<file path="src/rtl/pht_pkg.sv">
// Shared definitions for the pattern history table update path.
// Reuses the global PHT index width define when the build provides one.
`ifndef PHT_BITS
`define PHT_BITS 10
`endif

package pht_pkg;

    localparam int PHT_BITS      = `PHT_BITS;
    localparam int PHT_UPD_DEPTH = 4;
    localparam int DROP_CNT_W    = 8;

    typedef struct packed {
        logic [31:0] pc;
        logic        taken;
    } pht_entry_t;

    // Saturating add of 0..2 dropped updates onto the drop counter.
    function automatic logic [DROP_CNT_W-1:0] drop_sat_add(
        input logic [DROP_CNT_W-1:0] cnt,
        input logic [1:0]            inc
    );
        logic [DROP_CNT_W:0] sum_s;
        sum_s = {1'b0, cnt} + {{(DROP_CNT_W-1){1'b0}}, inc};
        if (sum_s[DROP_CNT_W]) begin
            return {DROP_CNT_W{1'b1}};
        end else begin
            return sum_s[DROP_CNT_W-1:0];
        end
    endfunction

endpackage

</file>
<file path="src/rtl/pht_upd_fifo.sv">
// Dual-push / single-pop circular queue of PHT updates.
// Writes are compacted by the caller: wr1_en is only ever set together with wr0_en.
module pht_upd_fifo
    import pht_pkg::*;
#(
    parameter int DEPTH = PHT_UPD_DEPTH,
    parameter int AW    = $clog2(DEPTH),
    parameter int CW    = AW + 1
)(
    input  logic          clk,
    input  logic          rst,
    input  logic          wr0_en,
    input  pht_entry_t    wr0_data,
    input  logic          wr1_en,
    input  pht_entry_t    wr1_data,
    input  logic          pop,
    output pht_entry_t    head_data,
    output logic [CW-1:0] count,
    output logic [CW-1:0] free
);

    logic [AW-1:0] head_r;
    logic [AW-1:0] tail_r;
    logic [AW-1:0] tail_p1_s;
    logic [AW-1:0] tail_nxt_s;
    logic [AW-1:0] head_nxt_s;
    logic [CW-1:0] count_r;
    logic [CW-1:0] count_nxt_s;
    logic          pop_ok_s;
    pht_entry_t    mem_r [DEPTH];

    // Pointer/count next-state and free-space computation.
    always_comb begin
        pop_ok_s    = pop && (count_r != {CW{1'b0}});
        tail_p1_s   = tail_r + AW'(1);
        tail_nxt_s  = tail_r;
        head_nxt_s  = head_r;
        if (wr0_en && wr1_en) begin
            tail_nxt_s = tail_r + AW'(2);
        end else if (wr0_en) begin
            tail_nxt_s = tail_p1_s;
        end else begin
            tail_nxt_s = tail_r;
        end
        if (pop_ok_s) begin
            head_nxt_s = head_r + AW'(1);
        end else begin
            head_nxt_s = head_r;
        end
        count_nxt_s = count_r + CW'(wr0_en) + CW'(wr1_en) - CW'(pop_ok_s);
        // A same-cycle pop releases its slot to this cycle's pushes.
        free        = CW'(DEPTH) - count_r + CW'(pop_ok_s);
        count       = count_r;
        head_data   = mem_r[head_r];
    end

    // Queue state and storage registers.
    always_ff @(posedge clk or negedge rst) begin
        if (!rst) begin
            head_r  <= {AW{1'b0}};
            tail_r  <= {AW{1'b0}};
            count_r <= {CW{1'b0}};
            for (int i = 0; i < DEPTH; i++) begin
                mem_r[i] <= {$bits(pht_entry_t){1'b0}};
            end
        end else begin
            if (wr0_en) begin
                mem_r[tail_r] <= wr0_data;
            end
            if (wr1_en) begin
                mem_r[tail_p1_s] <= wr1_data;
            end
            head_r  <= head_nxt_s;
            tail_r  <= tail_nxt_s;
            count_r <= count_nxt_s;
        end
    end

endmodule

</file>
<file path="src/rtl/pht_upd_sched.sv">
// PHT update scheduler: merges same-index resolutions, queues them in order
// and issues one update per cycle on the PHT correction port.
module pht_upd_sched
    import pht_pkg::*;
#(
    parameter int DEPTH    = PHT_UPD_DEPTH,
    parameter int PHT_BITS = pht_pkg::PHT_BITS
)(
    input  logic                  clk,
    input  logic                  rst,
    input  logic                  res0_valid_i,
    input  logic [31:0]           res0_pc_i,
    input  logic                  res0_taken_i,
    input  logic                  res1_valid_i,
    input  logic [31:0]           res1_pc_i,
    input  logic                  res1_taken_i,
    output logic                  res_ready_o,
    output logic                  corr_valid_o,
    output logic [31:0]           corr_index_o,
    output logic                  corr_branch_flag_o,
    output logic                  busy_o,
    output logic [DROP_CNT_W-1:0] drop_cnt_o
);

    localparam int CW = $clog2(DEPTH) + 1;

    pht_entry_t            e0_s;
    pht_entry_t            e1_s;
    pht_entry_t            wr0_data_s;
    pht_entry_t            wr1_data_s;
    pht_entry_t            head_s;
    logic                  merge_s;
    logic                  req0_s;
    logic                  req1_s;
    logic                  wr0_en_s;
    logic                  wr1_en_s;
    logic                  pop_s;
    logic [1:0]            drop_n_s;
    logic [CW-1:0]         count_s;
    logic [CW-1:0]         free_s;
    logic [DROP_CNT_W-1:0] drop_cnt_r;

    // Merge same-index pairs (younger wins), then admit requests into free slots in age order.
    always_comb begin
        e0_s       = '{pc: res0_pc_i, taken: res0_taken_i};
        e1_s       = '{pc: res1_pc_i, taken: res1_taken_i};
        pop_s      = (count_s != {CW{1'b0}});
        merge_s    = res0_valid_i && res1_valid_i &&
                     (res0_pc_i[PHT_BITS+1:2] == res1_pc_i[PHT_BITS+1:2]);
        req0_s     = res0_valid_i && !merge_s;
        req1_s     = res1_valid_i;
        wr0_en_s   = 1'b0;
        wr1_en_s   = 1'b0;
        wr0_data_s = e0_s;
        wr1_data_s = e1_s;
        drop_n_s   = 2'd0;
        if (req0_s && req1_s) begin
            if (free_s >= CW'(2)) begin
                wr0_en_s = 1'b1;
                wr1_en_s = 1'b1;
            end else if (free_s == CW'(1)) begin
                wr0_en_s = 1'b1;
                drop_n_s = 2'd1;
            end else begin
                drop_n_s = 2'd2;
            end
        end else if (req0_s || req1_s) begin
            if (req1_s) begin
                wr0_data_s = e1_s;
            end else begin
                wr0_data_s = e0_s;
            end
            if (free_s != {CW{1'b0}}) begin
                wr0_en_s = 1'b1;
            end else begin
                drop_n_s = 2'd1;
            end
        end else begin
            drop_n_s = 2'd0;
        end
    end

    pht_upd_fifo #(
        .DEPTH (DEPTH)
    ) u_fifo (
        .clk       (clk),
        .rst       (rst),
        .wr0_en    (wr0_en_s),
        .wr0_data  (wr0_data_s),
        .wr1_en    (wr1_en_s),
        .wr1_data  (wr1_data_s),
        .pop       (pop_s),
        .head_data (head_s),
        .count     (count_s),
        .free      (free_s)
    );

    // Saturating drop counter.
    always_ff @(posedge clk or negedge rst) begin
        if (!rst) begin
            drop_cnt_r <= {DROP_CNT_W{1'b0}};
        end else begin
            drop_cnt_r <= drop_sat_add(drop_cnt_r, drop_n_s);
        end
    end

    // Head entry drives the correction port; outputs are zeroed while the queue is empty.
    always_comb begin
        if (pop_s) begin
            corr_valid_o       = 1'b1;
            corr_index_o       = head_s.pc;
            corr_branch_flag_o = head_s.taken;
        end else begin
            corr_valid_o       = 1'b0;
            corr_index_o       = 32'd0;
            corr_branch_flag_o = 1'b0;
        end
        busy_o      = pop_s;
        res_ready_o = (free_s >= CW'(2));
        drop_cnt_o  = drop_cnt_r;
    end

endmodule

</file>
<file path="config.mk">
export PLATFORM = sky130hd
export DESIGN_NAME = pht_upd_sched
export DESIGN_NICKNAME = d
export VERILOG_FILES = /design/src/rtl/pht_pkg.sv /design/src/rtl/pht_upd_fifo.sv /design/src/rtl/pht_upd_sched.sv
export SDC_FILE = /design/constraint.sdc
export NUM_CORES = 1
export LEC_CHECK = 0
export ABC_AREA = 0
export CORE_ASPECT_RATIO = 0.75
export CORE_UTILIZATION = 30
export CTS_BUF_LIST = sky130_fd_sc_hd__clkbuf_16
export CTS_CLUSTER_SIZE = 24
export DETAILED_ROUTE_END_ITERATION = 7
export PLACE_DENSITY = 0.54
export REMOVE_ABC_BUFFERS = 1
export SLEW_MARGIN = 20
export SYNTH_ARGS = -nofsm -noshare
export SYNTH_HDL_FRONTEND = slang
export SYNTH_SLANG_ARGS = --single-unit
</file>
<file path="constraint.sdc">
create_clock -name clk -period 3.4 [get_ports clk]
set_input_delay 0.51 -clock clk [delete_from_list [all_inputs] [get_ports clk]]
set_output_delay 0.51 -clock clk [all_outputs]
set_load 0.1 [all_outputs]
</file>
== Word-level counts from Yosys, hierarchy flattened ==
Cells that the tools add are included.
Word-level totals
  word-level logic and storage cells: 76
  register bits: 147
Operators by class
  bitwise logic cells: 3
  eq/ne operators: 2
  $add $sub $neg: 9
  reduce and logical (&&, ||, !) cells: 12
  mux-type cells: 32
  $lt $le $gt $ge: 6
Operators with widths (number)
  $bwmux 132: 2
  $mux 132: 2
  $mux 33: 7
  $demux 33 s2: 2
  $bmux 33 s2: 1
  $mux 32: 1
  $mux 2: 6
  $eq 10x10->1: 1
  $mux 1: 10
  $add 3x1->3: 3
  $add 8x2->9: 1
  $ge 3x3->1 const B: 3
  $not 2->3: 3
  $mux 8: 1
  $logic_and 1x1->1: 7
  $lt 3x1->1 const B: 2
  $reduce_bool 3->1: 2
  $add 2x1->2 const B: 2
  $eq 3x1->1 const B: 1
  $ge 3x2->1 const B: 1
  $sub 3x1->3: 1
  $sub 3x3->3 const A: 1
  $add 2x2->2 const B: 1
  $reduce_bool 2->1: 1
  other kinds (2): 2

== Depth between registers and ports, before layout ==
Gate-level depths: netlist (run 1).
  depth in word-level cells: 11
  mapped depth: 17
  gate-level depth less buffers: 15

== Cells and area by module ==
Synthesis (run 1) repeated with hierarchy kept, for this count alone.
Second synthesis, totals
  cells, all modules: 1150
  area total of the unflattened synthesis: 11190.7 sq um
Modules (own cells, without submodules)
  pht_upd_fifo: area each 9125.0 sq um, cells each 844, times used 1
  pht_upd_sched: area each 2065.7 sq um, cells each 306, times used 1

== Worst setup path before layout (run 1) ==
Ideal clock, no wire load.
  kind: register to register
  start: register u_fifo.count_r[0] (netlist: u_fifo.count[0])
  end: register u_fifo.count_r[2] (netlist: u_fifo.count[2])
  setup slack: -915 ps
  data arrival time: 4191 ps
  required time: 3276 ps
  period minus slack after synthesis: 4315 ps
  stages on the path, launching flop included: 17
  cell sequence: dfrtp_1 > or3_1 > clkbuf_1 > inv_1 > ha_1 > inv_1 > ha_1 > xnor2_1 > nand2b_1 > clkbuf_1 > nand3_1 > ha_1 > inv_1 > fa_1 > fa_1 > xnor2_1 > xnor2_1
RTL lines
  start: declaration: line pht_upd_fifo.sv:27  | logic [CW-1:0] count_r;
  start signal: assignment: line pht_upd_fifo.sv:62  | count_r <= {CW{1'b0}};
  start signal: assignment: line pht_upd_fifo.sv:75  | count_r <= count_nxt_s;
  $sub 3x3->3 or $reduce_bool 3->1 (tied branches): line pht_upd_fifo.sv:52, pht_upd_fifo.sv:34, pht_upd_sched.sv:47
  $add 3x1->3 (*): line pht_upd_fifo.sv:52  | free = CW'(DEPTH) - count_r + CW'(pop_ok_s);
  $ge 3x2->1 (*)
  named net res_ready_o: line pht_upd_sched.sv:17  | output logic res_ready_o,
  $mux 1: line pht_upd_sched.sv:58  | if (free_s >= CW'(2)) begin
  $mux 1: line pht_upd_sched.sv:57  | if (req0_s && req1_s) begin
  $add 3x1->3: line pht_upd_fifo.sv:50  | count_nxt_s = count_r + CW'(wr0_en) + CW'(wr1_en) - CW'(pop_ok_s);
  $add 3x1->3 (*): line pht_upd_fifo.sv:50
  $sub 3x1->3 (*): line pht_upd_fifo.sv:50
  named net u_fifo.count_nxt_s[2]: line pht_upd_fifo.sv:28  | logic [CW-1:0] count_nxt_s;
The timed path passes the listed nets; every way through them passes the cells marked *.
A chain may end at the register's enable or synchronous reset.

== Final worst setup path (run 1) ==
  start: register u_fifo.count_r[0] (netlist: u_fifo.count[0])
  end: register u_fifo.count_r[2] (netlist: u_fifo.count[2])
Between the ends
  cells in the longest elaborated chain, start to end: 9
Ends and longest elaborated chain (line)
  parallel branches: the longest is 8 deep, another holds $sub 3x3->3
  $sub 3x1->3 (*): pht_upd_fifo.sv:50
  named net u_fifo.count_nxt_s[2]: pht_upd_fifo.sv:28
Mark *: on every way through the listed nets, which the timed path passes.

==> qor.yml, run 1 <==
routing:
  ant_nets: 0
  first_pass_iters: 5
  drt_iter0_markers: 618
  wl_per_cell_microns: 24.64
  via_count: 7485
  wirelength_microns: 29250
  viasPerCell: 6.306
  drc: 0
yosys:
  async_flop_share_pct: 100.0
  yosys_warnings: 0
  synthMuxAreaShare_pct: 9.813
  synth_xor_area_share_pct: 2.181
  avgSynthCellArea_sq_um: 11.27
  synth_cell_types: 39
  synth-simple-area-share_pct: 7.290
  yosys_register_bits: 147
  synthAdderAreaFrac_pct: 2.773
  synth_compound_area_share_pct: 26.31
  synth_area_sq_um: 8033
  synth_top_family_by_area: "compound AO/OA/AOI/OAI gates"
  synth_edf_count: 0
  synthCells: 713
  ys_seq_area_share_pct: 45.79
  synth_ff_type: "dfrtp_1"
critical_path:
  cp_max_fo: 4
  crit_family: "adder cells"
  critPathSlowestCell: "dfrtp_1"
  cp.arrival_ns: 3.55
  path_class: "flip-flop to flip-flop"
  crit_chain: "or3_1, inv_1, ha_1, inv_1, ha_1, xnor2_1, nand2b_2, nand3_1, ha_1, inv_1, fa_1, fa_1, xnor2_1, xnor2_1"
  cp.required_ns: 3.76
  cp-start-kind: "flip-flop"
  cp-end-kind: "flip-flop"
  crit_path_max_incr_delay_ns: 0.41
  crit_buf_inv: 3
clocking:
  clkLatencyLatePin_ns: 0.43
  postCtsSetupBuffers: 0
  clockBufferDepth: 2
  cts_num_sinks: 147
  numCtsBuffers: 17
  path_clk_slew_ns: 0.06
  hold_buffers: 0
  cts_tree: "yes"
  root_buffer: "clkbuf_16"
  cts_resized: 0
  cts_max_level: 4
grt:
  grt_pass1_vias: 7452
  track_usage_pct: 21.21
  grt_overflow: 0
  antenna_found_initial: 0
  grt_max_degree: 85
  grt_pass1_wl_microns: 43740
floorplanning:
  die_h_microns: 143.7
  ios: 114
  die_w_microns: 190.9
  initial_utilization_pct: 30.78
  rows: 51
  dieArea_sq_um: 27440
  core_area_sq_um: 26100
place:
  dp_hpwl_microns: 18110
  dpl_worst_slack_ns: 0.0007734
  routabilityCongestion: 0.8362
  dp.cells: 1155
  portBuffers: 113
sta:
  fin_crit_sh_pct: 93.73
  setup_tns_ns: 0
  slew_headroom_pct: 34.69
  finalHoldViolCount: 0
  clock_skew_ns: 0.009769
  drv_slew: 0
  fmax_mhz: 313.8
  setup_viol_count_final: 0
  rsz0062_at_grt: "true"
  setup_ws_ns: 0.2131
  finalCriticalPeriod_ns: 3.187
  tightest_slew_ns: 0.9766
finish:
  fin_nets: 916
  fin_cells: 1187
  layout_commonest_cell: "dfrtp_1"
  area_growth_pct: 29.80
  final_layout_size_suffix_gt1_share_pct: 21.97
  layout_common_cells: "145 x dfrtp_1, 132 x a32oi_1, 132 x o22ai_1, 91 x buf_4, 74 x clkdlybuf4s50_1"
min_path:
  hp-class: "primary input to async pin"
run:
  max-cap-violations: 0
run_status:
  run_status: "finished, final reports clean"
per-layer routing:
layer	global-route usage (%)	up-vias	routed length (microns)
met1	29.28	3808	12810
met3	4.542	60	2475
met2	32.70	463	13450
li1	-	3154	-
met5	0	-	0
met4	7.579	0	512
Yosys cell counts (all sizes together), types with 2 or more instances:
| library cell | instances | share of area, % |
|---|---|---|
| nor2b | 2 | 0.16 |
| and2 | 34 | 2.6 |
| o22ai | 132 | 10 |
| xor2 | 10 | 1.1 |
| xnor2 | 10 | 1.1 |
| nor3 | 6 | 0.44 |
| ha | 13 | 2.0 |
| buf | 30 | 2.8 |
| nand2b | 2 | 0.16 |
| mux4 | 33 | 9.3 |
| inv | 11 | 0.51 |
| dfrtp | 147 | 46 |
| nand2 | 56 | 2.6 |
| a21o | 2 | 0.19 |
| nand3 | 4 | 0.25 |
| fa | 3 | 0.75 |
| o311a | 4 | 0.50 |
| nor2 | 6 | 0.28 |
| mux2 | 4 | 0.56 |
| a32oi | 132 | 14 |
| nand4 | 3 | 0.23 |
| or3 | 3 | 0.23 |
| o21ai | 2 | 0.12 |
| clkbuf | 53 | 2.5 |
state kept, by name (all words and copies together), names as in the netlist:
register / cells
u_fifo.head_r: 2
u_fifo.mem_r: 132
u_fifo.tail_r: 2
drop_cnt_o: 8
u_fifo.count: 3
per-stage QoR:
| step | hold WS (ns) | area [sq um] | utilization, % |
|---|---|---|---|
| after detailed placement | 0.5437 | 9782 | 37.48 |
| after floorplan | 0.2144 | 7609 | - |
| after global placement | 0.5359 | 9782 | 37.48 |
| final | 0.1390 | 10430 | 39.95 |
| after global routing | 0.1872 | 10420 | 39.94 |
| after CTS | 0.1693 | 10400 | 39.85 |
cells by family after synthesis:
family,after synthesis
and+or+nand+nor,119
xor gates and xnor gates,20
adders and majority gates,16
buffers and inverters,95
AOI/OAI and AO/OA,279
DFF,147
muxes,37
cell type report:
cell class	instances	area, sq um
Fill cell	2520	15670
Multi-Input combinational cell	471	3928
Sequential cell	147	3681
Timing Repair Buffer	181	1720
Tap cell	344	430.4
Clock buffer	17	425.4
Clock inverter	14	193.9
Inverter	12	45.04
Antenna cell	1	2.502
worst paths after layout:
check | start | to | slack [ns] | depth (start not counted)
setup / recovery | u_fifo.count[0]$_DFF_PN0_ | u_fifo.count[2]$_DFF_PN0_ | 0.21 | 14
hold / removal | rst | u_fifo.mem_r[6]$_DFF_PN0_ | 0.14 | 1
hold reg to reg | u_fifo.mem_r[49]$_DFF_PN0_ | u_fifo.mem_r[49]$_DFF_PN0_ | 0.56 | 2
max in group asynchronous | rst | u_fifo.mem_r[105]$_DFF_PN0_ | 2.51 | 2
setup reg to reg | u_fifo.count[0]$_DFF_PN0_ | u_fifo.count[2]$_DFF_PN0_ | 0.21 | 14
min in group clk | u_fifo.mem_r[49]$_DFF_PN0_ | u_fifo.mem_r[49]$_DFF_PN0_ | 0.56 | 2
Power of run 1 is left out: the tool's default activity adds up to more than one toggle a clock period on the data nets, which glitch-free logic cannot reach.
==> run 2: changes to the inputs <==
PLACE_DENSITY = not set   (was 0.54)
PLACE_DENSITY_LB_ADDON = 0.08   (was not set)
==> run 2 against run 1 <==
Against the previous run: flip-flop and latch count unchanged; non-clock buffer count increased by 3; critical path depth decreased by 2; register-to-register slack got worse by 0.03 ns; clock skew increased by 0.0049 ns; hold slack improved by 0.37 ns; die area unchanged; first-iteration DRC count increased by 35%; utilization decreased by 0.19 points; cell count increased by 0.25%; wire length increased by 11%; highest routed layer is now met5.
==> qor.yml, run 2 (synthesized netlist as in run 1, its figures left out) <==
run_status:
  run_status: "finished, final reports clean"
clocking:
  cts_tree: "yes"
  cts_num_sinks: 147  # unchanged
  numCtsBuffers: 17  # unchanged
  clkLatencyLatePin_ns: 0.43  # about the same
  clockBufferDepth: 2  # unchanged
  cts_max_level: 4  # unchanged
  path_clk_slew_ns: 0.07  # about the same
  root_buffer: "clkbuf_16"
  postCtsSetupBuffers: 0  # unchanged
floorplanning:
  die_h_microns: 143.7  # unchanged
  ios: 114  # unchanged
  rows: 51  # unchanged
  dieArea_sq_um: 27440  # unchanged
  core_area_sq_um: 26100  # unchanged
  initial_utilization_pct: 30.78  # unchanged
  die_w_microns: 190.9  # unchanged
critical_path:
  reg2reg_from: "u_fifo.count[0]$_DFF_PN0_"
  reg2reg_depth: 12  # -2
  cp.arrival_ns: 3.58  # +0.03 ns
  worstReg2RegEnd: "drop_cnt_o[0]$_DFF_PN0_"
  cp-start-kind: "flip-flop"
  cp.required_ns: 3.76  # about the same
  reg2reg_slack_ns: 0.18  # -0.03 ns
  path_class: "flip-flop to flip-flop"
  cp-end-kind: "flip-flop"
  cp_max_fo: 6  # +2
finish:
  multi_input_area_sq_um: 3914  # -0.35%
  n_antenna_cell: 0  # -1
  fin_cells: 1190  # +0.25%
  largest_reg_flops: 132  # unchanged
  n_fill_cell: 2506  # -0.56%
  area_growth_pct: 29.19
  layout_common_cells: "145 x dfrtp_1, 132 x a32oi_1, 132 x o22ai_1, 100 x buf_4, 73 x clkdlybuf4s50_1"
  fin_nets: 919  # +0.33%
  final_core_util_pct: 39.76  # -0.19 points
  final_layout_size_suffix_gt1_share_pct: 21.99  # about the same
  layout_commonest_cell: "dfrtp_1"
  seqCellArea_sq_um: 3681  # unchanged
  top_register: "u_fifo.mem_r"
place:
  routabilityCongestion: 0.8267  # -1.1%
  dp_hpwl_microns: 19930  # +10%
  dp.cells: 1157  # +0.17%
  portBuffers: 113  # unchanged
sta:
  fmax_mhz: 310.8  # -0.96%
  clock_skew_ns: 0.01469  # +0.004918 ns
  tightest_slew_ns: 0.9691  # -0.007511 ns
  setup_viol_count_final: 0  # unchanged
  slew_headroom_pct: 35.19  # +0.50 points
  finalCriticalPeriod_ns: 3.218  # +0.03088 ns
  fin_crit_sh_pct: 94.64  # +0.91 points
  drv_slew: 0  # unchanged
  finalHoldViolCount: 0  # unchanged
routing:
  ant_nets: 0  # unchanged
  first_pass_iters: 5  # unchanged
  drc: 0  # unchanged
  drt_iter0_markers: 833  # +35%
  wl_per_cell_microns: 27.32  # +11%
  via_count: 7529  # +0.59%
  viasPerCell: 6.327  # +0.33%
  wirelength_microns: 32510  # +11%
grt:
  track_usage_pct: 24.26  # +3.1 points
  grt_overflow: 0  # unchanged
  grt_pass1_vias: 7864  # +5.5%
  grt_max_degree: 82  # -3.5%
  antenna_found_initial: 1  # +1
  grt_pass1_wl_microns: 49210  # +13%
run:
  max-cap-violations: 0  # unchanged
min_path:
  hp-class: "primary input to async pin"
==> run 2: cell types whose count changed in the layout (fill, tap and decap cells not counted), sizes merged <==
cell           previous run  this run
buf                     107       110
clkinv                    7         5
inv                      13        15
clkdlybuf4s50            74        73
clkinvlp                  1         2
diode                     1         0
dlygate4sd3               0         1
==> run 2: routing by layer <==
layer | wire, microns | vias to the layer above | global-route usage, %
met5 | 13 | - | 0
met4 | 542 | 2 | 7.453
met3 | 2669 | 50 | 6.007
met2 | 14790 | 441 | 37.62
met1 | 14490 | 3894 | 33.24
li1 | - | 3142 | -
==> run 2: repair_timing <==
item / in CTS / in global routing
endpoints found under the setup margin: 0 / 43
hold buffers: 1 / 0
endpoints found under the hold margin: 21 / 0
gates resized for setup: 0 / 4
==> run 2: cell type report <==
type | count | share of cell area (%)
flip-flops and latches | 147 | 35.47
clock buffers | 17 | 4.099
well taps | 344 | 4.148
inverters | 12 | 0.4340
multi-input cells | 471 | 37.71
clock inverters | 15 | 1.917
repair buffers | 184 | 16.22
==> run 2: critical path: stages (launching register included) <==
cell	delay [ns]
dfrtp_1	0.41
or3_1	0.37
inv_1	0.11
ha_1	0.15
inv_1	0.04
ha_1	0.28
nor2b_1	0.12
nand2_1	0.15
or3_1	0.47
fa_1	0.52
nor2_1	0.24
nand3_2	0.18
nand2b_1	0.11
==> run 2: per-stage QoR <==
stage	instance area (sq um)	setup slack (ns)	hold slack (ns)	setup TNS (ns)
after global placement	9734	-0.1424	0.3761	-0.7865
after floorplan	7609	-2.597	0.2144	-354.50
after detailed placement	9734	-0.1846	0.3780	-1.211
final	10380	0.1822	0.5072	0
after global routing	10380	-0.0000004441	0.5157	0
after CTS	10370	0.01410	0.4984	0
==> run 2: worst max-delay path by stage <==
stage / cells past startpoint / slack, ns / from / end
after global routing: 12 / -0.0000004 / u_fifo.count[0]$_DFF_PN0_ / drop_cnt_o[1]$_DFF_PN0_
after CTS: 13 / 0.01 / u_fifo.count[0]$_DFF_PN0_ / u_fifo.count[2]$_DFF_PN0_
after detailed placement: 13 / -0.18 / res0_pc_i[10] / drop_cnt_o[1]$_DFF_PN0_
final: 12 / 0.18 / u_fifo.count[0]$_DFF_PN0_ / drop_cnt_o[0]$_DFF_PN0_
after global placement: 13 / -0.14 / res0_pc_i[10] / u_fifo.count[2]$_DFF_PN0_
after floorplan: 10 / -2.60 / u_fifo.count[2]$_DFF_PN0_ / u_fifo.mem_r[32]$_DFF_PN0_
Power of run 2 is left out for the same reason.
